[src/rtl/slink_pkg.sv]
// Shared S-Link definitions: FSM state encoding, default long-packet threshold
// and the beat-count helper used by the TX arbiter and the RX-side checkers.
package slink_pkg;

  // data_id values at or above this are long packets
  localparam logic [7:0] LONG_PKT_DT_MIN_DEFAULT = 8'h20;

  typedef enum logic [1:0] {
    IDLE = 2'd0,
    HDR  = 2'd1,
    DATA = 2'd2
  } slink_state_e;

  // Beats in a packet: short packets are one beat; long packets carry
  // ceil(word_count / bytes) beats, never fewer than one. 17-bit sum avoids overflow.
  function automatic logic [15:0] slink_nbeats(
    input logic [7:0]  data_id,
    input logic [15:0] word_count,
    input int unsigned bytes,
    input logic [7:0]  dt_min = LONG_PKT_DT_MIN_DEFAULT
  );
    logic [16:0] sum;
    logic [16:0] quo;
    if (data_id < dt_min) return 16'd1;
    sum = 17'(word_count) + 17'(bytes - 1);
    quo = sum / 17'(bytes);
    return (quo == 17'd0) ? 16'd1 : 16'(quo);
  endfunction

endpackage

[src/rtl/slink_rr_arb2.sv]
// Two-request round-robin arbiter with a registered one-hot grant.
// Ports:
//   clk, rst  : clock, asynchronous active-high reset
//   req[1:0]  : per-source requests
//   load      : capture a new grant from req (FSM idle with a request)
//   rel       : drop the current grant
//   done      : release follows a completed packet; move the pointer past the owner
//   grant[1:0]: one-hot owner, 2'b00 when nothing is granted
module slink_rr_arb2 (
  input  logic       clk,
  input  logic       rst,
  input  logic [1:0] req,
  input  logic       load,
  input  logic       rel,
  input  logic       done,
  output logic [1:0] grant
);

  logic [1:0] grant_q, grant_d;
  logic       rr_q, rr_d;

  // rr_q = 0 prefers s0, 1 prefers s1; it only moves on a completed packet
  always_comb begin
    grant_d = grant_q;
    rr_d    = rr_q;
    if (rel) begin
      grant_d = 2'b00;
      if (done) rr_d = grant_q[0];
    end else if (load) begin
      case (req)
        2'b01:   grant_d = 2'b01;
        2'b10:   grant_d = 2'b10;
        2'b11:   grant_d = rr_q ? 2'b10 : 2'b01;
        default: grant_d = 2'b00;
      endcase
    end
  end

  always_ff @(posedge clk or posedge rst) begin
    if (rst) begin
      grant_q <= 2'b00;
      rr_q    <= 1'b0;
    end else begin
      grant_q <= grant_d;
      rr_q    <= rr_d;
    end
  end

  assign grant = grant_q;

endmodule

[src/rtl/slink_tx_pkt_arb.sv]
// Two-source packet arbiter in front of the S-Link controller TX app port.
// Grant is round-robin, held for a whole packet and released after its last beat.
// Ports:
//   link_clk, link_reset            : clock, asynchronous active-high reset
//   sN_tx_sop/data_id/word_count/app_data : source packet request and current beat
//   sN_tx_advance                   : beat consumed, only ever to the owner
//   tx_sop/data_id/word_count/app_data    : muxed owner packet to the controller
//   tx_advance                      : controller consumed the current beat
//   grant                           : one-hot owner, 2'b00 when idle
module slink_tx_pkt_arb
  import slink_pkg::*;
#(
  parameter int unsigned APP_DATA_WIDTH  = 128,
  parameter logic [7:0]  LONG_PKT_DT_MIN = LONG_PKT_DT_MIN_DEFAULT
) (
  input  logic                      link_clk,
  input  logic                      link_reset,
  input  logic                      s0_tx_sop,
  input  logic [7:0]                s0_tx_data_id,
  input  logic [15:0]               s0_tx_word_count,
  input  logic [APP_DATA_WIDTH-1:0] s0_tx_app_data,
  output logic                      s0_tx_advance,
  input  logic                      s1_tx_sop,
  input  logic [7:0]                s1_tx_data_id,
  input  logic [15:0]               s1_tx_word_count,
  input  logic [APP_DATA_WIDTH-1:0] s1_tx_app_data,
  output logic                      s1_tx_advance,
  output logic                      tx_sop,
  output logic [7:0]                tx_data_id,
  output logic [15:0]               tx_word_count,
  output logic [APP_DATA_WIDTH-1:0] tx_app_data,
  input  logic                      tx_advance,
  output logic [1:0]                grant
);

  localparam int unsigned BYTES = APP_DATA_WIDTH / 8;

  slink_state_e state_q, state_d;
  logic [15:0]  beats_left_q, beats_left_d;

  logic                      own_sop;
  logic [7:0]                own_id;
  logic [15:0]               own_wc;
  logic [APP_DATA_WIDTH-1:0] own_data;
  logic [15:0]               nbeats;
  logic                      adv;
  logic                      last_beat;
  logic                      abort;
  logic                      load;
  logic                      rel;

  // Owner select from the registered grant
  always_comb begin
    own_sop  = grant[1] ? s1_tx_sop        : s0_tx_sop;
    own_id   = grant[1] ? s1_tx_data_id    : s0_tx_data_id;
    own_wc   = grant[1] ? s1_tx_word_count : s0_tx_word_count;
    own_data = grant[1] ? s1_tx_app_data   : s0_tx_app_data;
  end

  // An advance counts in DATA, or in HDR only while the owner still holds sop
  assign nbeats    = slink_nbeats(own_id, own_wc, BYTES, LONG_PKT_DT_MIN);
  assign adv       = tx_advance && ((state_q == DATA) || ((state_q == HDR) && own_sop));
  assign last_beat = adv && (((state_q == HDR) && (nbeats == 16'd1)) ||
                             ((state_q == DATA) && (beats_left_q == 16'd1)));
  assign abort     = (state_q == HDR) && !own_sop;
  assign load      = (state_q == IDLE) && (s0_tx_sop || s1_tx_sop);
  assign rel       = last_beat || abort;

  slink_rr_arb2 u_arb (
    .clk   (link_clk),
    .rst   (link_reset),
    .req   ({s1_tx_sop, s0_tx_sop}),
    .load  (load),
    .rel   (rel),
    .done  (last_beat),
    .grant (grant)
  );

  // State and beat counter registers
  always_ff @(posedge link_clk or posedge link_reset) begin
    if (link_reset) begin
      state_q      <= IDLE;
      beats_left_q <= 16'd0;
    end else begin
      state_q      <= state_d;
      beats_left_q <= beats_left_d;
    end
  end

  // Next state and remaining-beat count
  always_comb begin
    state_d      = state_q;
    beats_left_d = beats_left_q;
    case (state_q)
      IDLE: if (load) state_d = HDR;
      HDR: begin
        if (abort) begin
          state_d = IDLE;
        end else if (adv) begin
          beats_left_d = nbeats - 16'd1;
          state_d      = last_beat ? IDLE : DATA;
        end
      end
      DATA: begin
        if (adv) begin
          beats_left_d = beats_left_q - 16'd1;
          if (last_beat) state_d = IDLE;
        end
      end
      default: state_d = IDLE;
    endcase
  end

  // Controller-side mux and advance routing; all zero while idle
  always_comb begin
    tx_sop        = 1'b0;
    tx_data_id    = 8'd0;
    tx_word_count = 16'd0;
    tx_app_data   = '0;
    s0_tx_advance = 1'b0;
    s1_tx_advance = 1'b0;
    if (state_q != IDLE) begin
      tx_sop        = (state_q == HDR) && own_sop;
      tx_data_id    = own_id;
      tx_word_count = own_wc;
      tx_app_data   = own_data;
      s0_tx_advance = adv && grant[0];
      s1_tx_advance = adv && grant[1];
    end
  end

endmodule

[config.mk]
export PLATFORM = sky130hd
export DESIGN_NAME = slink_tx_pkt_arb
export DESIGN_NICKNAME = d
export VERILOG_FILES = /design/src/rtl/slink_pkg.sv /design/src/rtl/slink_rr_arb2.sv /design/src/rtl/slink_tx_pkt_arb.sv
export SDC_FILE = /design/constraint.sdc
export NUM_CORES = 1
export LEC_CHECK = 0
export ABC_AREA = 1
export CAP_MARGIN = 20
export CORE_AREA = 3 3 180 182
export CTS_CLUSTER_DIAMETER = 120
export DETAILED_ROUTE_END_ITERATION = 10
export DIE_AREA = 0 0 183 185
export SYNTH_ARGS = -nofsm -noshare
export SYNTH_HDL_FRONTEND = slang
export SYNTH_SLANG_ARGS = --single-unit
[constraint.sdc]
create_clock -name link_clk -period 2.9 [get_ports link_clk]
set_clock_uncertainty 0.05 [all_clocks]
set_input_delay 0.725 -clock link_clk [delete_from_list [all_inputs] [get_ports link_clk]]
set_output_delay 0.725 -clock link_clk [all_outputs]
set_load 0.02 [all_outputs]
=== Word-level counts from Yosys, hierarchy flattened ===
Index checks and enable logic that the tools add are counted.

* Register bits: 21
* Bits of input ports: 309
* Output and inout port bits: 157
* Logic and storage cells: 72

* Add/sub/neg operators: 3
* Magnitude comparators: 1
* Eq/ne operators: 13
* Multiplexer cells: 29
* Reduce and logical (&&, ||, !) cells: 22

{| class="wikitable"
|+ Operator list
! operator !! count
|-
| 2-to-1 mux 128 bit || 2
|-
| 2-to-1 mux 16 bit || 7
|-
| equality test 16 x 1 -> 1 bit (second input constant) || 2
|-
| case mux 16 bit (2 select lines) || 1
|-
| subtractor 16 x 1 -> 16 bit (second input constant) || 2
|-
| 2-to-1 mux 2 bit || 9
|-
| adder 16 x 4 -> 17 bit (second input constant) || 1
|-
| zero test 17 bit || 1
|-
| 2-to-1 mux 8 bit || 2
|-
| 2-to-1 mux 13 bit || 1
|-
| case mux 2 bit (3 select lines) || 2
|-
| inequality test 2 bit (second input constant) || 5
|-
| logical AND 1 bit || 9
|-
| < comparator 8 x 6 -> 1 bit (second input constant) || 1
|-
| AND reduction 4 bit || 2
|-
| equality test 2 bit (second input constant) || 3
|-
| nonzero test 2 bit || 3
|-
| 2-to-1 mux 1 bit || 5
|-
| equality test 2 x 1 -> 1 bit (second input constant) || 2
|-
| logical OR 1 bit || 4
|-
| inequality test 3 bit (second input constant) || 1
|-
| zero test 2 bit || 1
|-
| AND reduction 2 bit || 1
|-
| zero test 1 bit || 1
|}

=== Depth between registers and ports, before layout ===
Gate-level depths: netlist of the first run.

* Depth after elaboration: 13
* Depth in mapped cells: 25

=== Modules after synthesis ===
From an unflattened synthesis of the first run, not the netlist that was laid out.

* Cell total of the unflattened synthesis: 970
* Area, all modules: 4768.3 um2

{| class="wikitable"
|+ Modules (own cells, without submodules)
! module !! instances !! cells each !! area an instance (um2)
|-
| slink_tx_pkt_arb || 1 || 951 || 4626.9
|-
| slink_rr_arb2 || 1 || 19 || 141.4
|}

=== Least setup slack after synthesis of the first run ===
OpenSTA, ideal clock, no wires.

* Path kind: reg-to-output
* Start point: reg u_arb.grant_q[1] (netlist: u_arb.grant[1])
* End point: out tx_app_data[100]
* Arrival: 2.074 ns
* Required time: 2.125 ns
* Setup slack: 0.051 ns
* Cell stages (with the launch flop): 9
* Cell sequence: dfrtp_1 buf_6 inv_8 buf_12 clkbuf_1 clkbuf_1 buf_1 nand2_1 a21oi_1

* Cells in the longest elaborated chain, start to end: 2

{| class="wikitable"
|+ Ends and longest elaborated chain
! item !! RTL line !! text
|-
| start: declaration || slink_rr_arb2.sv:19 || <nowiki>logic [1:0] grant_q, grant_d;</nowiki>
|-
| start signal: assignment || slink_rr_arb2.sv:44 || <nowiki>grant_q <= grant_d;</nowiki>
|-
| 2-to-1 mux 128 bit || slink_tx_pkt_arb.sv:57 || <nowiki>own_data = grant[1] ? s1_tx_app_data : s0_tx_app_data;</nowiki>
|-
| 2-to-1 mux 128 bit || slink_tx_pkt_arb.sv:122 || <nowiki>if (state_q != IDLE) begin</nowiki>
|-
| end: declaration || slink_tx_pkt_arb.sv:31 || <nowiki>output logic [APP_DATA_WIDTH-1:0] tx_app_data,</nowiki>
|}

Every way passes these cells.

=== Worst setup path after layout of the first run ===
* Start point: in s0_tx_word_count[12]
* End point: reg beats_left_q[10]

* Cells in the longest elaborated chain, start to end: 9

{| class="wikitable"
|+ Ends and longest elaborated chain
! item !! RTL line !! text
|-
| start: declaration || slink_tx_pkt_arb.sv:20 || <nowiki>input logic [15:0] s0_tx_word_count,</nowiki>
|-
| 2-to-1 mux 16 bit (*) || slink_tx_pkt_arb.sv:56 || <nowiki>own_wc = grant[1] ? s1_tx_word_count : s0_tx_word_count;</nowiki>
|-
| adder 16 x 4 -> 17 bit (*) || slink_pkg.sv:25 || <nowiki>sum = 17'(word_count) + 17'(bytes - 1);</nowiki>
|-
| zero test 17 bit || slink_pkg.sv:27 || <nowiki>return (quo == 17'd0) ? 16'd1 : 16'(quo);</nowiki>
|-
| 2-to-1 mux 13 bit (*) || slink_pkg.sv:27 ||
|-
| 2-to-1 mux 16 bit (*) || slink_pkg.sv:25 ||
|-
| subtractor 16 x 1 -> 16 bit (*) || slink_tx_pkt_arb.sv:100 || <nowiki>beats_left_d = nbeats - 16'd1;</nowiki>
|-
| 2-to-1 mux 16 bit (*) || slink_tx_pkt_arb.sv:99 || <nowiki>end else if (adv) begin</nowiki>
|-
| 2-to-1 mux 16 bit (*) || slink_tx_pkt_arb.sv:97 || <nowiki>if (abort) begin</nowiki>
|-
| case mux 16 bit (2 select lines) (*) || slink_tx_pkt_arb.sv:94 || <nowiki>case (state_q)</nowiki>
|-
| end signal: assignment || slink_tx_pkt_arb.sv:86 || <nowiki>beats_left_q <= beats_left_d;</nowiki>
|-
| end: declaration || slink_tx_pkt_arb.sv:39 || <nowiki>logic [15:0] beats_left_q, beats_left_d;</nowiki>
|}

Every way passes the cells marked *; elsewhere a longest branch is shown, timed or not. The select of a mux whose other input is x is not followed.
A chain may end at the register's enable or synchronous reset.

==> results of run 1 <==
## cell families (layout without fill, tap and decap cells)
kind of cell / Yosys count / count (layout)
buf+inv: 122 / 689
xor+xnor: 8 / 8
fa+ha+maj: 4 / 4
other cells: 0 / 2
simple gates: 550 / 551
mux: 2 / 2
compound gates: 188 / 188
flops: 21 / 21
## area by class of cell
type / count / area [um2]
antenna: 2 / 5.005
sequential: 21 / 529.3
timing repair inverter: 1 / 8.758
fill: 3294 / 19700
multi-input combinational: 753 / 3885
inverter: 64 / 260.3
clock inverter: 1 / 5.005
clock buffer: 3 / 75.07
timing repair buffer: 620 / 5786
tap: 396 / 495.5
## routing by layer
layer	share of wire (%)	routed length, um	vias to the layer above	global-route usage (%)
li1	-	-	3996	-
met1	41	12710	3549	20.01
met2	47	14740	319	29.69
met3	10	3184	32	5.872
met4	2.0	615	0	3.656
met5	0	0	-	0
## power groups by stage
stage	Combinational (uW)	Clock, uW	Sequential (uW)
2_1_floorplan	4800	0	519
3_3_place_gp	9650	0	592
3_5_place_dp	9690	0	596
4_1_cts	9810	303	541
5_1_grt	10900	318	565
6_report	10100	296	543
## timing repair
action                     4_1_cts  5_1_grt
gates resized for setup        226      192
cloned                           3        1
pin swaps                       35       48
setup buffers                   31       14
setup endpoints to repair      147       53
## synthesized netlist by cell type, types with 3 or more instances
cell	count
a21oi_1	149
a31oi_1	4
buf_1	7
buf_6	5
clkbuf_1	41
dfrtp_1	21
ha_1	4
inv_1	55
inv_2	7
nand2_1	389
nand2_2	16
nand2_4	11
nand3_1	36
nand3_2	7
nand4_1	5
nor2_1	61
nor2_2	7
nor2_4	3
nor3_1	6
nor3_2	3
o211ai_1	3
o21ai_0	22
o21ai_1	4
xnor2_1	3
xor2_1	5
## worst paths after layout
kind	endpoint	slack, ps
min	u_arb.rr_q	480
min reg2reg	u_arb.rr_q	480
max reg2reg	beats_left_q[10]	-120
max in group asynchronous	u_arb.grant[1]	1780
max	beats_left_q[10]	-130
min in group asynchronous	u_arb.grant[1]	770
## registers in the layout (all words and copies together), names as in the netlist
signal,cells
u_arb.grant,2
state_q,2
u_arb.rr_q,1
beats_left_q,16
## stage by stage
step / utilization (%) / area [um2]
2_1_floorplan: - / 4568
3_3_place_gp: 33.89 / 10420
3_5_place_dp: 33.89 / 10420
4_1_cts: 35.41 / 10890
5_1_grt: 35.93 / 11050
6_report: 35.93 / 11050
## critical path: stages
cell and delay [ps]:
clkdlybuf4s50_1 510, o21ai_4 110, nor2_2 120, nand2_2 70, nor2_4 120, nand2_2 80
nand2_2 80, and2_4 150, nor2_2 40, nand3_2 60, and2_4 170, ha_4 150
inv_4 50, nor3_4 230, inv_2 90, o21ai_2 160, nand3_2 70, a31oi_1 160
==> impl_metrics.yaml, run 1 <==
sta:
  timing.final.crit_share_pct: 104.5
  worst_pin_slew_ps: 546.4
  rsz0062_at_grt: "true"
  hold_violations: 0
  finalSetupTns_ps: -484.5
  setup_ws_ps: -129.7
  finalSetupViolations: 10
  slew_violations: 0
  period_needed_ps: 3030
  max_freq_mhz: 330.1
  fin_hold_ws_ps: 478.1
  slew_headroom_pct: 63.68
global_routing:
  grt_overflow: 0
  grt_pass1_vias: 7823
  grt_max_degree: 62
  grt_pass1_wl_um: 44770
  track_usage_pct: 16.92
  antenna_found_initial: 2
finish:
  area_growth_pct: 141.9
  layout-drive-gt1-share_pct: 25.56
  final_common_cell: "nand2_1"
  nets: 1777
  fin_cells: 1861
  layout_common_cells: "nand2_1, clkdlybuf4s50_1, a21oi_1"
power_and_ir_drop:
  combinationalPowerShare_pct: 92.3
  p_total_uw: 10890
  p_per_area_nw_per_um2: 985.8
  leakage_uw: 0.005434
  ir_drop_mv: 0.4739
  pwr-share-clk_pct: 2.7
  swShare_pct: 56.59
  power.internal_uw: 4729
  switching_power_uw: 6164
  pwr-share-seq_pct: 5.0
placement:
  dp_slack_ps: -659.2
  dp_cells: 1806
  portBuffers: 465
  gp_routability_congestion: 0.9466
  hpwl_um: 24880
detailed_routing:
  detail_route.wirelength_um: 31260
  ant_nets: 0
  drc: 0
  vias: 7896
  drtIter0Drc: 275
  drt_first_pass_iters: 4
  vias_per_cell: 4.243
  wire_per_inst_um: 16.80
synthesis:
  yosys_warnings: 0
  ys_seq_area_share_pct: 11.50
  syn_nets: 1208
  synth_cells: 895
  yosys.area_share.simple_pct: 52.26
  synth_xor_area_share_pct: 1.534
  syn_avg_cell_area_um2: 5.104
  synth.area.top_cells: "nand2_1, a21oi_1, dfrtp_1"
  synth.cell_area_um2: 4568
  synthFlopType: "dfrtp_1"
  synth_edf_count: 0
  synthMuxAreaShare_pct: 0.4382
  synth_top_area_share_pct: 31.96
  synthAdderAreaFrac_pct: 1.096
  yosys.area.top_type: "nand2_1"
  synth_top_family_by_area: "simple AND/OR/NAND/NOR gates"
  synth-compound-area-share_pct: 21.25
  synth-seq-cells: 21
  synth_cell_types: 41
  synth_async_sr_flop_share_pct: 100.0
clock_tree:
  clk_pin_slew_ps: 60
  cts_sinks: 21
  cts_tree: "built"
  insertion_delay_ps: 250
  clockBufferDepth: 2
  htreeDepth: 1
  cts_hold_buf: 0
  root_buffer: "clkbuf_16"
  cts_buffers: 3
hold_path:
  hp-start: "u_arb.rr_q"
  whs_path_depth: 2
  hold_path_class: "reg -> reg"
setup_path:
  ff2ff_path_depth: 21
  crit_fanout: 5
  path_class: "in -> reg"
  startpoint: "s0_tx_word_count[12]"
  worstSetupStartpointType: "primary input"
  regToRegStartpoint: "u_arb.grant[1]"
  end_kind: "flip-flop"
  critical_path_required_ps: 3030
  crit_arrival_ps: 3160
die:
  row_count: 64
  io_pins: 466
  coreArea_um2: 30750
  die_y_um: 185
  dieWidth_um: 183
  start_util_pct: 14.86
  die_area_um2: 33860
flow_run:
  cap_viol_max_count: 0
status:
  violations: "setup timing"
  status: "finished, violations left"
(Power assumes the default switching activity.)
==> inputs of run 2 (changes only) <==
CORE_AREA = 3 3 179 181   (was 3 3 180 182)
DIE_AREA = 0 0 182 184   (was 0 0 183 185)
clock period = 2.45 ns   (was 2.9 ns; I/O delays follow)
==> run 2 against run 1 <==
The run still ends with setup timing left. Utilization increased by 2.6 points. Total power grew 34%. Setup slack got worse by 320 ps. Highest routed layer unchanged. Critical endpoint is now beats_left_q[6]. Global-route usage up 1.3 points. Critical path type unchanged. Sequential share of layout area down 0.30 points. Routed wire length is 6.0% higher. First-iteration DRC count is 30% higher. Worst hold slack got worse by 16 ps. Largest cell class unchanged. Critical path depth increased by 2. Combinational power up 34%.
==> impl_metrics.yaml, run 2 (synthesized netlist as in run 1, its figures left out) <==
detailed_routing:
  drtIter0Drc: 357
  detail_route.wirelength_um: 33130
  drt_first_pass_iters: 5
  drc: 0
  ant_nets: 0
  vias: 7971
  vias_per_cell: 4.306
  wire_per_inst_um: 17.90
finish:
  top_register: "beats_left_q"
  antenna_cells: 0
  layout-drive-gt1-share_pct: 36.84
  fillers: 3228
  layout_common_cells: "nand2_1, clkdlybuf4s50_1, buf_4"
  final_common_cell: "nand2_1"
  nets: 1769
  largest_reg_flops: 16
  area_growth_pct: 158.3
die:
  io_pins: 466
  start_util_pct: 14.93
  die_y_um: 184
  row_count: 64
  die_area_um2: 33490
  dieWidth_um: 182
  coreArea_um2: 30590
sta:
  hold_violations: 0
  setup_ws_ps: -446.1
  rsz0062_at_grt: "true"
  max_freq_mhz: 345.3
  finalSetupViolations: 145
  slew_violations: 0
  period_needed_ps: 2896
  slew_headroom_pct: 79.04
  worst_pin_slew_ps: 314.3
  timing.final.crit_share_pct: 118.2
global_routing:
  antenna_found_initial: 0
  grt_pass1_vias: 7906
  grt_overflow: 0
  track_usage_pct: 18.24
  grt_pass1_wl_um: 47780
  grt_max_degree: 53
clock_tree:
  cts_sinks: 21
  clk_pin_slew_ps: 60
  cts_hold_buf: 0
  root_buffer: "clkbuf_16"
  htreeDepth: 1
  insertion_delay_ps: 250
  cts_buffers: 3
  cts_tree: "built"
  clockBufferDepth: 2
power_and_ir_drop:
  ir_drop_mv: 0.5055
  combinationalPowerShare_pct: 92.8
  leakage_uw: 0.005373
  power.internal_uw: 6630
  p_per_area_nw_per_um2: 1236
  swShare_pct: 54.55
  pwr-share-clk_pct: 2.4
  pwr-share-seq_pct: 4.7
  p_total_uw: 14590
  switching_power_uw: 7959
setup_path:
  crit_path_frequent_cell: "nand3_2"
  path_class: "in -> reg"
  worstSetupStartpointType: "primary input"
  end_kind: "flip-flop"
  crit_arrival_ps: 3020
  critical_path_required_ps: 2570
  crit_fanout: 7
  path_cells: "clkdlybuf4s50_1 -> nand2_2 -> nand2_4 -> nor2_4 -> nand2_4 -> buf_6 -> nand3_2 -> nand2_2 -> nand2_1 -> nand3_2 -> nor2_2 -> nand3_2 -> and2_4 -> ha_4 -> inv_4 -> nor3_4 -> buf_4 -> xnor2_2 -> nand2_1 -> a31oi_1"
  cp_slowest_cell: "clkdlybuf4s50_1"
  slowest_delay_ps: 410
placement:
  hpwl_um: 27170
  dp_slack_ps: -823.1
  portBuffers: 465
  gp_routability_congestion: 0.9283
status:
  violations: "setup timing"
  status: "finished, violations left"
hold_path:
  hold_path_class: "reg -> reg"
flow_run:
  cap_viol_max_count: 0
[run 2: power by group through the flow]
stage	clock network [uW]	registers [uW]	logic [uW]
floorplan	0	617	6140
global placement	0	700	12100
detailed placement	0	707	12200
CTS	365	685	13000
global route	388	715	14400
finish	357	687	13500
[run 2: layout make-up]
type	count	area, um2	area share (%)
Sequential cell	21	529.3	4.486
Inverter	64	257.7	2.185
Timing Repair Buffer	614	6105	51.74
Clock buffer	3	75.07	0.6363
Clock inverter	1	7.507	0.06363
Tap cell	396	495.5	4.199
Multi-Input combinational cell	752	4329	36.69
[run 2: metrics by stage]
stage                     TNS, ps  std cells  utilization [%]  cell area [um2]  hold slack (ps)
after detailed placement   -47290       1809            35.06            10730            442.7
after global routing       -35540       1851            38.57            11800            491.8
after CTS                  -14130       1842            37.54            11480            461.0
after floorplan             -1964        895                -             4872            391.7
after global placement     -47440       1809            35.06            10730            437.7
final                      -18190       1851            38.57            11800            461.8
[run 2: worst max-delay path: cells and delay by family]
kind	cells	cell delay, ps
adders and majority gates	1	160
buffers and inverters	4	780
xor gates and xnor gates	1	110
and+or+nand+nor	13	1200
AOI/OAI and AO/OA	1	150
[run 2: timing repair]
item	CTS	global route
hold endpoints to repair	0	0
gates cloned	5	0
setup endpoints to repair	176	172
setup buffers	24	9
resized for setup	495	226
pin swaps	48	27
[run 2: final timing paths]
check / slack, ps / cells past startpoint / startpoint / endpoint
setup / recovery: -450 / 20 / s0_tx_word_count[1] / beats_left_q[6]
hold / removal: 460 / 2 / u_arb.rr_q / u_arb.rr_q
setup reg to reg: -430 / 20 / u_arb.grant[1] / beats_left_q[6]
hold reg to reg: 460 / 2 / u_arb.rr_q / u_arb.rr_q
max in group asynchronous: 1440 / 3 / link_reset / u_arb.grant[1]
min in group asynchronous: 650 / 3 / link_reset / u_arb.grant[0]
[run 2: layer usage]
layer / vias up / track usage, % / wire length [um]
met3: 34 / 3.819 / 2043
met5: - / 0 / 0
met2: 265 / 32.69 / 16930
met4: 0 / 3.626 / 717
met1: 3704 / 22.62 / 13430
li1: 3968 / - / -
